<file path="src/rtl/alu_op_sequencer.sv">
// Step-button driven sequencer for a shared ALU: latches operands on a press,
// waits out the ALU latency, captures the result/flags and drives an LED byte.
module alu_op_sequencer #(
    parameter int DATA_W  = 32,
    parameter int OP_W    = 3,
    parameter int ALU_LAT = 1
) (
    input  logic              clk,
    input  logic              rst,
    input  logic              step,
    input  logic [OP_W-1:0]   op_sel,
    input  logic [DATA_W-1:0] a_in,
    input  logic [DATA_W-1:0] b_in,
    output logic [DATA_W-1:0] alu_A,
    output logic [DATA_W-1:0] alu_B,
    output logic [OP_W-1:0]   alu_OP,
    input  logic [DATA_W-1:0] alu_F,
    input  logic              alu_ZF,
    input  logic              alu_OF,
    output logic [DATA_W-1:0] fout,
    output logic              zf,
    output logic              of,
    output logic              busy,
    output logic              done,
    output logic [7:0]        op_count,
    input  logic [2:0]        disp_sel,
    output logic [7:0]        disp
);

    typedef enum logic [1:0] {
        IDLE    = 2'd0,
        WAIT    = 2'd1,
        CAPTURE = 2'd2
    } state_t;

    localparam logic [3:0] LAT_CNT = 4'(ALU_LAT);

    state_t     state_reg;
    logic [3:0] wcnt_reg;
    logic       sync1_reg;
    logic       sync2_reg;
    logic       stp_edge;
    logic [7:0] disp_next;
    logic [7:0] fout_byte [4];

    assign stp_edge = sync1_reg & ~sync2_reg;

    // Byte lanes beyond the configured data width read as zero on the LEDs.
    genvar gi;
    generate
        for (gi = 0; gi < 4; gi++) begin : g_byte_lane
            if (8 * gi < DATA_W) begin : g_live
                assign fout_byte[gi] = fout[8*gi +: 8];
            end else begin : g_pad
                assign fout_byte[gi] = 8'h00;
            end
        end
    endgenerate

    // Sync flops reset high so a button held through reset release does not fire.
    always_ff @(posedge clk or negedge rst) begin
        if (!rst) begin
            sync1_reg <= 1'b1;
            sync2_reg <= 1'b1;
            state_reg <= IDLE;
            wcnt_reg  <= 4'd0;
            alu_A     <= '0;
            alu_B     <= '0;
            alu_OP    <= '0;
            fout      <= '0;
            zf        <= 1'b0;
            of        <= 1'b0;
            busy      <= 1'b0;
            done      <= 1'b0;
            op_count  <= 8'd0;
        end else begin
            sync1_reg <= step;
            sync2_reg <= sync1_reg;
            done      <= 1'b0;
            case (state_reg)
                IDLE: begin
                    if (stp_edge) begin
                        alu_A     <= a_in;
                        alu_B     <= b_in;
                        alu_OP    <= op_sel;
                        wcnt_reg  <= 4'd0;
                        busy      <= 1'b1;
                        state_reg <= WAIT;
                    end
                end
                WAIT: begin
                    // The edge that sees the full latency elapsed is the capture edge.
                    if (wcnt_reg == LAT_CNT) begin
                        fout      <= alu_F;
                        zf        <= alu_ZF;
                        of        <= alu_OF;
                        op_count  <= op_count + 8'd1;
                        busy      <= 1'b0;
                        done      <= 1'b1;
                        state_reg <= CAPTURE;
                    end else begin
                        wcnt_reg <= wcnt_reg + 4'd1;
                    end
                end
                CAPTURE: state_reg <= IDLE;
                default: state_reg <= IDLE;
            endcase
        end
    end

    always_comb begin
        disp_next = 8'h00;
        case (disp_sel)
            3'd0: disp_next = fout_byte[0];
            3'd1: disp_next = fout_byte[1];
            3'd2: disp_next = fout_byte[2];
            3'd3: disp_next = fout_byte[3];
            3'd4: disp_next = {6'b0, of, zf};
            3'd5: disp_next = op_count;
            3'd6: disp_next = {5'b0, busy, state_reg};
            3'd7: disp_next = 8'h00;
            default: disp_next = 8'h00;
        endcase
    end

    always_ff @(posedge clk or negedge rst) begin
        if (!rst) begin
            disp <= 8'h00;
        end else begin
            disp <= disp_next;
        end
    end

endmodule

</file>
<file path="config.mk">
export PLATFORM = sky130hd
export DESIGN_NAME = alu_op_sequencer
export DESIGN_NICKNAME = d
export VERILOG_FILES = /design/src/rtl/alu_op_sequencer.sv
export SDC_FILE = /design/constraint.sdc
export NUM_CORES = 1
export LEC_CHECK = 0
export ABC_AREA = 1
export CAP_MARGIN = 10
export CELL_PAD_IN_SITES_DETAIL_PLACEMENT = 1
export CELL_PAD_IN_SITES_GLOBAL_PLACEMENT = 1
export CORE_UTILIZATION = 31
export DETAILED_ROUTE_END_ITERATION = 16
export HOLD_SLACK_MARGIN = 0.03
export PLACE_DENSITY = 0.88
export SLEW_MARGIN = 20
export SYNTH_ARGS = -nofsm -noshare
export SYNTH_HDL_FRONTEND = slang
export SYNTH_SLANG_ARGS = --single-unit
</file>
<file path="constraint.sdc">
create_clock -name clk -period 1.45 [get_ports clk]
set_input_delay 0.29 -clock clk [delete_from_list [all_inputs] [get_ports clk]]
set_output_delay 0.29 -clock clk [all_outputs]
set_load 0.005 [all_outputs]
</file>
==> metrics.txt, run 1 <==
Final Power 17.0 mW; post-synth top area share 0.581; VDD IR max 0.934 mV; Worst-Skew Late Latency 0.41 ns; clock buffer depth 2; GR Util All Layers 0.238; commonest non-fill, non-tap cell in the layout nand2_1; CP max stage cell clkdlybuf4s50_1; Reg2Reg Depth 8; vias in the first global route 5800; Final setup viols 0; Worst R2R Setup Slack roughly 0.060 ns; Synth-to-Final Area Change 67.1%; CP cell instances clkdlybuf4s50_1 > nand3_1 > o21ai_0 > nor2_1 > nand2_1; Worst EP arrival about 1.8 ns; grt ovf 0; worst-path fanout max 9; Yosys top cell by area dfrtp_1; 1st-pass router iterations 4; RR Startpoint wcnt_reg[1]; Starting Density 0.321; CTS tree done; Post-synth ARST share 1.00; CP Capture Type register; Worst Path Class, Setup primary input to register; Residual DRC 0; ANT nets after route 0; Yosys reg bits between 100 and 150; Post-synth EDFFs 0; fin crit period 1.42 ns; cell total after placement 1068; Cells after Synth ~600; Hold Slack between 0.3 and 0.4 ns; clk slew on worst S/H paths 0.06 ns; leading register cell type out of synthesis dfrtp_1; CP startpoint kind primary input; critical path depth 5; first-pass GRT wire length 32100 µm; Root Buffer clkbuf_16; Core Box Area 16800 µm²; die height 134 µm; Die ar. 17900 µm²; CP bufs+invs 1; Worst Min Path Start step; Die Wd roughly 130 µm; synth top area cells dfrtp_1 58%, nand2_1 15%, o21ai_0 6.7%, inv_1 6.1%, nand4_1 2.0%; crit path launch disp_sel[0]; RSZ-0062 raised after global routing true; initial antenna violation count 0; Lkg Pwr 4.79 nW; total CTS buffers 17; placed cell area between 8000 and 9000 µm²; DR vias 5354; final setup skew 0.0119 ns; GPL Wtd Cong 0.845; slew margin rel. 0.700; Min-Delay Path Class primary input to register; Post-Route Setup TNS 0 ns; final worst path period share 0.980; dpl ws -0.247 ns; post-synthesis sequential area ratio 0.590; Hold Fails Final Rpt 0; Worst EP required 1.79 ns; status finished, final reports clean; synthesized net count between 700 and 800; detailed-route vias per instance 4.67; TritonCTS sink count around 130; Tightest Pin Transition 0.448 ns; H-tree depth 4; fin area between 9000 and 10000 µm²; Final nets 1025; Ports ~230; average cell area after synthesis roughly 8.7 µm²; Cell Area, Synth 5390 µm²; fin util 0.537; layout cell share with drive strength beyond 1 0.142; # diodes 0; CP max stage delay ~0.75 ns; DRT Wirelength 20600 µm; Final Slew Violations 0; num rows 47; hold path cells 1; largest registers alu_A (32), alu_B (32), fout (32); Fmax just over 0.7 GHz; Port Buf Inserts 225; non-filler instance count after layout approximately 1100; final worst slack 0.0285 ns; synth unique cells 27; most frequent cells in the layout 208 x nand2_1, 124 x dfrtp_1, 119 x dlygate4sd2_1; CP delay by family, top buffers and inverters; Initial DRC Count ~240; WL/cell 18.0 µm; largest net degree at the start of global routing 64; PD cells between 1500 and 2000 nW/µm²; Final HPWL DP 13700 µm; Max-Cap Viols 0; Warnings, synthesis 0
[worst paths after layout]
kind	end
worst max-delay path	disp[6]
worst min-delay path	sync1_reg
worst max register to register	op_count[1]
worst min register to register	sync2_reg
max in group asynchronous	done
min in group asynchronous	fout[29]
[cell families (layout without fill, tap and decap cells)]
logic type | count (synthesis) | in the layout | share of synthesized area
compound gates | 87 | 87 | 0.0813
xor+xnor | 3 | 3 | 0.00488
fa+ha+maj | 3 | 3 | 0.00697
buf+inv | 119 | 429 | 0.0959
flops | 127 | 127 | 0.590
simple gates | 278 | 278 | 0.221
[area by class of cell]
class / instances / area (µm²)
repair buffers: 305 / 2900
inverters: 93 / 349
clock buffers: 18 / 439
well taps: 220 / 275
clock inverters: 13 / 140
fillers: 1960 / 7750
multi-input cells: 371 / 1720
flip-flops and latches: 127 / 3180
[what timing repair did]
item,CTS,global route
cloned,2,1
gates resized for setup,123,15
pin swaps,1,3
setup buffers,36,8
hold buffers,1,0
endpoints found under the setup margin,120,56
hold endpoints to repair,26,0
[worst reg2reg max path, delay by kind of cell, from the launching register on]
family	cells	cell delay (ns)
buffers and inverters	3	0.38
adder cells (fa/ha/maj)	1	0.15
AND/OR/NAND/NOR	4	0.39
flip-flops	1	0.41
[report_power, final]
group	total [mW]	internal [mW]	switching, mW
logic	6.82	3.50	3.32
clock network	4.21	2.57	1.64
registers	6.01	5.09	0.920
[routing by layer]
metal,part of all wire,global-route usage
met1,0.40,0.274
met2,0.51,0.426
met3,0.074,0.0729
met4,0.015,0.0625
met5,0,0
[synthesized netlist by cell type (2+ instances only)]
master	instances
buf_2	8
buf_4	6
buf_6	5
clkbuf_1	7
dfrtp_1	125
dfstp_2	2
ha_1	3
inv_1	88
inv_2	4
nand2_1	210
nand3_1	18
nand4_1	17
nand4_2	2
nor2_1	23
nor3_2	2
o21ai_0	72
o21ai_1	14
xnor2_1	2
Note: power is estimated with default switching activity, not from simulation.
==> run 2, diff against run 1 <==
--- a/config.mk
+++ b/config.mk
@@ -9,10 +9,10 @@
 export CAP_MARGIN = 10
 export CELL_PAD_IN_SITES_DETAIL_PLACEMENT = 1
 export CELL_PAD_IN_SITES_GLOBAL_PLACEMENT = 1
-export CORE_UTILIZATION = 31
+export CORE_UTILIZATION = 25
 export DETAILED_ROUTE_END_ITERATION = 16
 export HOLD_SLACK_MARGIN = 0.03
-export PLACE_DENSITY = 0.88
+export PLACE_DENSITY = 0.74
 export SLEW_MARGIN = 20
 export SYNTH_ARGS = -nofsm -noshare
 export SYNTH_HDL_FRONTEND = slang
==> metrics.txt, run 2 (synthesis results as in run 1) <==
status finished, final reports clean; Residual DRC 0 (unchanged); Starting Density 0.255 (-0.0660); non-filler instance count after layout 1193 (+4.0%); H-tree depth 4 (unchanged); PD cells 1860 nW/µm² (-1.9%); first-pass GRT wire length 28800 µm (-10%); CP cell instances dlygate4sd2_1; grt met3 use 0.0517 (-0.0213); met1 usage 0.215 (-0.0591); clock buffer depth 2 (unchanged); Final nets 1016 (-0.88%); CP bufs+invs 1 (unchanged); DRT Wirelength 18300 µm (-11%); met2 usage 0.279 (-0.147); Die ar. 22100 µm² (+24%); CP max stage delay 0.42 ns (-0.33 ns); layout cell share with drive strength beyond 1 0.134 (-0.00841); Final setup viols 0 (unchanged); slew margin rel. 0.741 (+0.0411); grt ovf 0 (unchanged); largest net degree at the start of global routing 56 (-13%); Synth-to-Final Area Change 67.1% (about the same); fill cell instance count of the final layout 2487 (+27%); Hold Fails Final Rpt 0 (unchanged); Final Slew Violations 0 (unchanged); Port Buf Inserts 225 (unchanged); Initial DRC Count 141 (-42%); largest registers alu_A (32), alu_B (32), fout (32); commonest non-fill, non-tap cell in the layout nand2_1; worst-path fanout max 2 (-7); CP Capture Type output port; CP max stage cell dfrtp_2; placed cell area 8200 µm² (+1.4%); final setup skew 0.00738 ns (-0.00451 ns); CP delay by family, top flip-flops; CTS tree done; Ports 226 (unchanged); clk slew on worst S/H paths 0.06 ns (about the same); TritonCTS sink count 127 (unchanged); most frequent cells in the layout 209 x nand2_1, 123 x dfrtp_1, 119 x dlygate4sd2_1; # diodes 0 (unchanged); fin crit period 1.39 ns (-0.0330 ns); Min-Delay Path Class primary input to register; Worst EP arrival 1.10 ns (-0.66 ns); Die Wd 149 µm (+11%); final worst slack 0.0615 ns (+0.0330 ns); Max-Cap Viols 0 (unchanged); Hold Slack 0.294 ns (-0.0347 ns); VDD IR max 0.748 mV (-20%); Worst-Skew Late Latency 0.41 ns (about the same); vias in the first global route 5242 (-9.6%); fin area 9000 µm² (about the same); RSZ-0062 raised after global routing false; Lkg Pwr 4.76 nW (-0.65%); GR Util All Layers 0.171 (-0.0676); initial antenna violation count 1 (+1); Core Box Area 21100 µm² (+26%); Final HPWL DP 13600 µm (-1.2%); GPL Wtd Cong 0.841 (-0.53%); final worst path period share 0.958 (-0.0227); num rows 53 (+13%); detailed-route vias per instance 4.30 (-7.8%); ANT nets after route 0 (unchanged); Root Buffer clkbuf_16; WL/cell 15.4 µm (-15%); total CTS buffers 17 (unchanged); DR vias 5133 (-4.1%); dpl ws -0.259 ns (-0.0122 ns); grt peak-use layer met2; Worst EP required 1.16 ns (-0.63 ns); die height 149 µm (+11%); Tightest Pin Transition 0.386 ns (-0.0617 ns); 1st-pass router iterations 4 (unchanged); Post-Route Setup TNS 0 ns (unchanged); CP startpoint kind register; Fmax 0.720 GHz (+2.4%); cell total after placement 1129 (+5.7%); Worst Path Class, Setup register to output port
run 2: cell count changes in the layout (fill, tap and decap cells not counted), sizes merged:
cell | before | now
buf | 79 | 70
clkbuf | 19 | 18
inv | 94 | 93
bufinv | 2 | 4
clkinv | 6 | 7
clkinvlp | 4 | 3
run 2: metrics by stage:
step,utilization,power [mW]
floorplan,-,8.15
global placement,0.389,12.5
detailed placement,0.389,12.7
CTS,0.423,16.8
global route,0.427,17.9
finish,0.427,16.7
run 2: area by class of cell:
class	count	area [µm²]	area share
multi-input cells	371	1720	0.191
repair buffers	296	2790	0.309
clock inverters	14	193	0.0214
well taps	275	344	0.0382
flip-flops and latches	127	3180	0.354
clock buffers	17	425	0.0473
inverters	93	349	0.0388
run 2: routing by layer:
| metal | part of all wire | vias up | wire (µm) |
|---|---|---|---|
| met3 | 0.074 | 26 | 1370 |
| li1 | - | 2496 | - |
| met5 | 0.00093 | - | 17 |
| met1 | 0.45 | 2416 | 8210 |
| met2 | 0.46 | 193 | 8490 |
| met4 | 0.014 | 2 | 256 |
run 2: final timing paths:
path,startpoint,to,slack [ns],cells after the start
worst max register to register,wcnt_reg[1],op_count[5],0.11,8
worst min-delay path,step,sync1_reg,0.29,1
worst max-delay path,op_count[3],op_count[3],0.06,1
worst min register to register,sync1_reg,sync2_reg,0.39,0
min in group asynchronous,rst,alu_B[19],0.36,2
max in group asynchronous,rst,op_count[0],0.57,3
run 2: where the power goes:
part	switching [mW]	leakage, nW	internal [mW]
clock network	1.64	0.295	2.87
logic	3.00	2.89	3.27
registers	0.840	1.58	5.09
total	5.48	4.76	11.2
run 2: what timing repair did:
| item | 4_1_cts | 5_1_grt |
|---|---|---|
| setup buffers | 30 | 1 |
| setup endpoints to repair | 119 | 44 |
| pin swaps | 0 | 2 |
| hold buffers | 1 | 0 |
| hold endpoints to repair | 26 | 0 |
| gates cloned | 0 | 1 |
| gates resized for setup | 121 | 11 |
